===== src/rtl/alu_cmd_issuer.sv =====
// Front-end sequencer: debounces a pushbutton and steps through operand/function
// entry for an attached ALU, then captures its result for display.
module alu_cmd_issuer #(
  parameter int N         = 3,
  parameter int DB_CYCLES = 250000,
  parameter int CNT_W     = 8
) (
  input  logic             clk,
  input  logic             rst_n,
  input  logic             key_n,
  input  logic [N-1:0]     sw_data,
  input  logic [3:0]       sw_func,
  output logic [N-1:0]     alu_a,
  output logic [N-1:0]     alu_b,
  output logic [3:0]       alu_f,
  input  logic [N-1:0]     alu_y,
  input  logic             alu_cout,
  input  logic             alu_ov,
  output logic [N-1:0]     res_y,
  output logic             res_c,
  output logic             res_ov,
  output logic             res_valid,
  output logic [2:0]       phase,
  output logic             f_err,
  output logic [CNT_W-1:0] op_count
);

  localparam int DB_W = (DB_CYCLES > 1) ? $clog2(DB_CYCLES) : 1;
  localparam logic [DB_W-1:0] DB_LAST = DB_W'(DB_CYCLES - 1);

  typedef enum logic [2:0] {
    LOAD_A = 3'd0,
    LOAD_B = 3'd1,
    LOAD_F = 3'd2,
    EXEC   = 3'd3,
    SHOW   = 3'd4
  } state_t;

  logic            r_sync1, r_sync2, r_db, r_press;
  logic [DB_W-1:0] r_db_cnt;

  // Debounced level flips after DB_CYCLES consecutive differing samples;
  // the press pulse fires only when the old level was released (1).
  always_ff @(posedge clk) begin
    if (!rst_n) begin
      r_sync1  <= 1'b1;
      r_sync2  <= 1'b1;
      r_db     <= 1'b1;
      r_db_cnt <= '0;
      r_press  <= 1'b0;
    end else begin
      r_sync1 <= key_n;
      r_sync2 <= r_sync1;
      r_press <= 1'b0;
      if (r_sync2 != r_db) begin
        if (r_db_cnt == DB_LAST) begin
          r_db     <= r_sync2;
          r_db_cnt <= '0;
          r_press  <= r_db;
        end else begin
          r_db_cnt <= r_db_cnt + DB_W'(1);
        end
      end else begin
        r_db_cnt <= '0;
      end
    end
  end

  state_t           r_state, w_state_next;
  logic [N-1:0]     r_alu_a, r_alu_b, w_alu_a_next, w_alu_b_next;
  logic [3:0]       r_alu_f, w_alu_f_next;
  logic [N-1:0]     r_res_y, w_res_y_next;
  logic             r_res_c, r_res_ov, r_res_valid, r_f_err;
  logic             w_res_c_next, w_res_ov_next, w_res_valid_next, w_f_err_next;
  logic [CNT_W-1:0] r_op_count, w_op_count_next;

  always_comb begin
    w_state_next     = r_state;
    w_alu_a_next     = r_alu_a;
    w_alu_b_next     = r_alu_b;
    w_alu_f_next     = r_alu_f;
    w_res_y_next     = r_res_y;
    w_res_c_next     = r_res_c;
    w_res_ov_next    = r_res_ov;
    w_res_valid_next = r_res_valid;
    w_f_err_next     = r_f_err;
    w_op_count_next  = r_op_count;
    case (r_state)
      LOAD_A: if (r_press) begin
        w_alu_a_next     = sw_data;
        w_res_valid_next = 1'b0;
        w_state_next     = LOAD_B;
      end
      LOAD_B: if (r_press) begin
        w_alu_b_next = sw_data;
        w_state_next = LOAD_F;
      end
      LOAD_F: if (r_press) begin
        // Codes 11xx are reserved: flag them and wait for a legal one.
        if (sw_func[3:2] == 2'b11) begin
          w_f_err_next = 1'b1;
        end else begin
          w_alu_f_next = sw_func;
          w_f_err_next = 1'b0;
          w_state_next = EXEC;
        end
      end
      EXEC: begin
        w_res_y_next     = alu_y;
        w_res_c_next     = alu_cout;
        w_res_ov_next    = alu_ov;
        w_res_valid_next = 1'b1;
        w_op_count_next  = r_op_count + CNT_W'(1);
        w_state_next     = SHOW;
      end
      SHOW: if (r_press) begin
        w_res_valid_next = 1'b0;
        w_state_next     = LOAD_A;
      end
      default: w_state_next = LOAD_A;
    endcase
  end

  always_ff @(posedge clk) begin
    if (!rst_n) begin
      r_state     <= LOAD_A;
      r_alu_a     <= '0;
      r_alu_b     <= '0;
      r_alu_f     <= '0;
      r_res_y     <= '0;
      r_res_c     <= 1'b0;
      r_res_ov    <= 1'b0;
      r_res_valid <= 1'b0;
      r_f_err     <= 1'b0;
      r_op_count  <= '0;
    end else begin
      r_state     <= w_state_next;
      r_alu_a     <= w_alu_a_next;
      r_alu_b     <= w_alu_b_next;
      r_alu_f     <= w_alu_f_next;
      r_res_y     <= w_res_y_next;
      r_res_c     <= w_res_c_next;
      r_res_ov    <= w_res_ov_next;
      r_res_valid <= w_res_valid_next;
      r_f_err     <= w_f_err_next;
      r_op_count  <= w_op_count_next;
    end
  end

  assign alu_a     = r_alu_a;
  assign alu_b     = r_alu_b;
  assign alu_f     = r_alu_f;
  assign res_y     = r_res_y;
  assign res_c     = r_res_c;
  assign res_ov    = r_res_ov;
  assign res_valid = r_res_valid;
  assign phase     = r_state;
  assign f_err     = r_f_err;
  assign op_count  = r_op_count;

endmodule


===== config.mk =====
export PLATFORM = sky130hd
export DESIGN_NAME = alu_cmd_issuer
export DESIGN_NICKNAME = d
export VERILOG_FILES = /design/src/rtl/alu_cmd_issuer.sv
export SDC_FILE = /design/constraint.sdc
export NUM_CORES = 1
export LEC_CHECK = 0
export CORE_ASPECT_RATIO = 1.25
export CORE_MARGIN = 3
export CORE_UTILIZATION = 35
export CTS_BUF_LIST = sky130_fd_sc_hd__clkbuf_16
export CTS_CLUSTER_DIAMETER = 50
export DETAILED_ROUTE_END_ITERATION = 8
export DONT_BUFFER_PORTS = 1
export PLACE_DENSITY = 0.59
export SLEW_MARGIN = 20
export SYNTH_ARGS = -nofsm -noshare
export SYNTH_HDL_FRONTEND = slang
export SYNTH_SLANG_ARGS = --single-unit
export TNS_END_PERCENT = 20

===== constraint.sdc =====
create_clock -name clk -period 2 [get_ports clk]
set_input_delay 0.4 -clock clk [delete_from_list [all_inputs] [get_ports clk]]
set_output_delay 0.4 -clock clk [all_outputs]
set_load 0.02 [all_outputs]

# Yosys cells after proc, flatten, opt, wreduce, memory -nomap -nowiden
# Cells that the tools add are included.
[classes] addsub=2 n_eq_ne=13 n_mux=9 bitwise_logic=3 n_reduce_logical=12
[ops] op="$add A18 B1 Y18 const B" count=1
[ops] op="$eq A18 B18 Y1 const B" count=1
[ops] op="$mux W3" count=5
[ops] op="$pmux W3 S5" count=1
[ops] op="$ne A2 B2 Y1 const B" count=5
[ops] op="$reduce_and A2 Y1" count=5
[ops] op="$add A8 B1 Y8 const B" count=1
[ops] op="$eq A3 B2 Y1 const B" count=2
[ops] op="$reduce_and A3 Y1" count=2
[ops] op="$reduce_and A5 Y1" count=1
[ops] op="$eq A3 B1 Y1 const B" count=1
[ops] op="$eq A3 B3 Y1 const B" count=1
[ops] op="$logic_not A3 Y1" count=1
[ops] op="$not A1 Y1" count=3
[ops] op="$reduce_or A3 Y1" count=1
[ops] op="$eq A2 B2 Y1 const B" count=1
[ops] op="$mux W1" count=2
[ops] op="$ne A2 B1 Y1 const B" count=1
[ops] op="$pmux W1 S2" count=1
[ops] op="$reduce_bool A2 Y1" count=1
[ops] op="$reduce_or A2 Y1" count=1
[ops] op="$ne A1 B1 Y1" count=1
[totals] reg_bits=50

# Depth between registers and ports, before layout
[depth] depth_word=4 mapped_depth=6 depth_no_buf=5

# Worst setup path before layout
# No wires, ideal clock.
[synth_path] path_type="register to register" from="register r_state[1], in the netlist phase[1]" to="register r_op_count[6], in the netlist op_count[6]" arrival_time_ps=1388 required_ps=1885 path_slack_ps=497 stages_incl_launch_ff=7 period_less_slack_ps=1503 path_cell_list="dfxtp_1 -> buf_2 -> nand3b_1 -> buf_4 -> nor4_4 -> xor2_1 -> and2_1"
[synth_via] elab_chain_len=1
[synth_lines] element="start: declaration" line="69" rtl="state_t r_state, w_state_next;"
[synth_lines] element="start signal: assignment" line="137" rtl="r_state <= w_state_next;"
[synth_lines] element="$eq A3 B2 Y1" line="88" rtl="case (r_state)"
[synth_lines] element="end signal: assignment" line="146" rtl="r_op_count <= w_op_count_next;"
[synth_lines] element="end: declaration" line="75" rtl="logic [CNT_W-1:0] r_op_count, w_op_count_next;"
# No other way between the ends.
# A chain may end at the register's enable or synchronous reset.

# Worst setup path after layout
[layout_path] from="register r_db_cnt[0]" to="register r_db_cnt[2]"
[layout_via] elab_chain_len=2
[layout_lines] element="start: declaration" line="40" rtl="logic [DB_W-1:0] r_db_cnt;"
[layout_lines] element="start signal: assignment" line="61" rtl="r_db_cnt <= r_db_cnt + DB_W'(1);"
[layout_lines] element="parallel branches: the longest is 2 deep, another holds $add A18 B1 Y18"
# Several ways; the timed one is not identified.

==> flow_summary_export.csv <==
group,metric,value,unit
placement,place.gp.congestion,0.7687,
critical_path,critPathArrivalTime,1.80,ns
synth,synth.yosys.warnings,0,
clocking,worst_setup_hold_path_clk_slew,0.07,ns
sta,rsz0062_at_grt,"no",
critical_path,cp-start-kind,"flip-flop",
clocking,clk_path_buf_depth,2,
synth,synthDominantAreaCellType,"sky130_fd_sc_hd__dfxtp_1",
sta,drv_slew,0,
detailed_routing,final_antenna_net_count,0,
placement,dpl-instance-area,2301,um2
sta,finalHoldViolations,0,
min_path,worst_hold_endpoint,"r_sync1",
layout,antennaDiodeCount,0,
detailed_routing,vias_per_cell,4.813,
sta,final.hold.worst_slack,0.1988,ns
power_and_ir_drop,finalPower,1945,uW
synth,seq_area_frac_synth,45.85,%
sta,period_share,81.21,%
floorplan,start_util,36.79,%
layout,most_frequent_standard_cell_in_the_layout_excluding_fill_and_tap_cells,"sky130_fd_sc_hd__dfxtp_1",
clocking,numCtsBuffers,5,
layout,area_growth_syn_to_layout,12.89,%
critical_path,timing.rr.start,"r_db_cnt[0]",
detailed_routing,num_vias,1540,
synth,post_synthesis_register_bit_count,50,
critical_path,critical_path.max_fanout,7,
layout,most-common-layout-cells,"50 x sky130_fd_sc_hd__dfxtp_1, 26 x sky130_fd_sc_hd__nor2_1, 20 x sky130_fd_sc_hd__nand2_1",
floorplan,floorplan.io_pins,43,
critical_path,worstPathCellList,"ha_1 > and3_1 > nand4_1 > o21ai_2 > buf_4 > nor2_1",
synth,syn-instance-count,231,
detailed_routing,route.detailed.drc,0,
layout,final_layout_size_suffix_gt1_share,11.76,%
sta,number_of_endpoints_failing_setup_at_the_final_stage,0,
layout,multi_input_comb_area,1111,um2
clocking,clock_sinks,50,
placement,place.detailed.hpwl,2899,um
clocking,post_cts_resize_count,0,
critical_path,timing.reg2reg.setup_slack,0.38,ns
power_and_ir_drop,power.share.clock,47.9,%
power_and_ir_drop,power.switching,353.1,uW
detailed_routing,drt-wirelength-per-cell,12.32,um
min_path,worstHoldStart,"rst_n",
grt,first_global_vias,1502,
synth,synth_top_area_share,45.85,%
grt,grt_overflow_total,0,
min_path,hold_path.class,"input pin to flip-flop",
critical_path,capturing_element_type_of_the_critical_path,"flip-flop",
layout,final-seq-area,1001,um2
floorplan,die_h,94.31,um
synth,synth.cell_area,2183,um2
placement,portBuffers,0,
critical_path,worstRegToRegCells,6,
grt,grt_pass1_wl,7100,um
sta,skew,0.005228,ns
floorplan,core.rowCount,31,
sta,worst_slew_pin_slew,0.3988,ns
power_and_ir_drop,switching_share,18.15,%
sta,max-slew-margin-rel,73.38,%
sta,tmin_final,1.624,ns
layout,nFillCells,605,
power_and_ir_drop,power_report.internal_total,1592,uW
critical_path,crit_required,2.18,ns
power_and_ir_drop,power.ir.vdd_worst,0.0004434,V
grt,antenna_violations_before_repair,0,
critical_path,timing.critical_path.buf_inv,1,
clocking,clk-insertion-delay-late,0.28,ns
detailed_routing,length_of_the_first_detailed_routing_pass_in_iterations,3,
detailed_routing,drt_iter0_markers,43,
critical_path,slowest_stage,"sky130_fd_sc_hd__dfxtp_1",
synth,syn_area_cell,9.452,um2
clocking,cts_root_buf,"sky130_fd_sc_hd__clkbuf_16",
power_and_ir_drop,power.leakage,0.0008368,uW
layout,finalInstanceArea,2465,um2
critical_path,max_stage_delay,0.39,ns
sta,max_clock_freq,615.7,MHz
detailed_routing,drt_wl_total,3943,um
grt,grt_util_all_layers,12.17,%
synth,synth_nets,248,
layout,nNetsFinal,255,
layout,final_core_utilization,41.53,%
clocking,htree_levels,2,
critical_path,timing.setup.critical_path_class,"flip-flop to flip-flop",
clocking,tritoncts,"yes",
critical_path,rr_endpoint,"r_db_cnt[2]",
floorplan,core-area,5934,um2
clocking,postCtsHoldBufs,0,
power_and_ir_drop,power.density_cell_area,789.2,nW/um2
status,run_status,"finished, final reports clean",
floorplan,area_of_the_die,7228,um2
synth,post_synth_num_cell_types,39,
synth,synth_area_leaders,"sky130_fd_sc_hd__dfxtp_1 46%, sky130_fd_sc_hd__xnor2_1 6.4%, sky130_fd_sc_hd__mux2i_1 4.6%",
clocking,cts_post_setup_buffers_inserted,0,
power_and_ir_drop,p_seq_share,51.4,%
floorplan,dieWidth,76.65,um
critical_path,worst_path_dominant_cell_family,"simple AND/OR/NAND/NOR gates",
min_path,hold_path_depth,1,
grt,maximum_number_of_pins_on_one_net_before_global_route_repair,33,
power_and_ir_drop,combinationalPowerShare,0.8,%
flow_run,drv_cap,0,
sta,setup-tns-final,0,ns
## cells by family (layout without fill, tap and decap cells)
family                   count (synthesis)  after routing  share of synthesized area (%)
AO/OA/AOI/OAI                           19             19                          6.361
multiplexers                            10             10                          4.585
adder cells (fa/ha/maj)                  2              2                          1.146
AND/OR/NAND/NOR                        113            113                          29.97
XOR/XNOR                                22             22                          8.825
buffers and inverters                   15             22                          3.267
flip-flops                              50             50                          45.85
## worst max path at each step
stage                    to  cells past startpoint         from  slack, ns
3_5_place_dp    r_db_cnt[2]                      6  r_db_cnt[0]       0.37
3_3_place_gp   r_db_cnt[15]                      6  r_db_cnt[0]       0.42
6_report        r_db_cnt[2]                      6  r_db_cnt[0]       0.38
2_1_floorplan   op_count[6]                      6     phase[1]       0.50
5_1_grt        r_db_cnt[14]                      6  r_db_cnt[0]       0.20
4_1_cts         r_db_cnt[2]                      6  r_db_cnt[0]       0.36
## synth_stat cells, drive strengths merged
master / number
a21oi: 3
mux2i: 10
o221a: 2
and2: 7
buf: 5
dfxtp: 50
nand2: 20
or2: 1
ha: 2
o21ai: 4
o22a: 1
nor2b: 13
a21boi: 7
nand4bb: 1
and3b: 1
nand2b: 7
nand4: 7
nor3: 8
xnor2: 16
clkbuf: 3
nand3b: 1
inv: 7
a31o: 1
and3: 3
nor2: 26
nor4b: 1
nor4: 8
o21a: 1
nand3: 9
xor2: 6
## layout make-up
class,count,share of cell area [%]
tap,82,4.162
clock buffer,5,5.076
sequential,50,40.61
multi-input combinational,166,45.08
timing repair buffer,8,2.437
inverter,7,1.066
clock inverter,2,1.574
## state kept, by name, indices dropped and copies added (netlist names)
name / cells
r_press: 1
f_err: 1
res_y: 3
alu_f: 4
r_db_cnt: 18
r_db: 1
r_sync1: 1
res_ov: 1
phase: 3
res_valid: 1
r_sync2: 1
alu_a: 3
res_c: 1
alu_b: 3
op_count: 8
## power by group through the flow
stage	sequential (uW)	combinational (uW)	clock, uW
6_report	999	15.0	931
3_3_place_gp	1020	14.9	0
4_1_cts	999	15.2	969
2_1_floorplan	1020	18.5	0
5_1_grt	999	16.5	1000
3_5_place_dp	1020	15.1	0
## metrics by stage
step,std cells,worst slack (ns)
finish,320,0.3758
global route,320,0.1999
CTS,320,0.3589
detailed placement,313,0.3704
global placement,313,0.4216
floorplan,231,0.4975
## per-layer routing
layer  part of all wire (%)  GRT usage [%]
met1                     45          14.13
met2                     48          20.67
met3                    5.9          4.319
met4                    1.2          4.532
met5                      0              0
No activity file was read; power rests on OpenSTA's default activity.
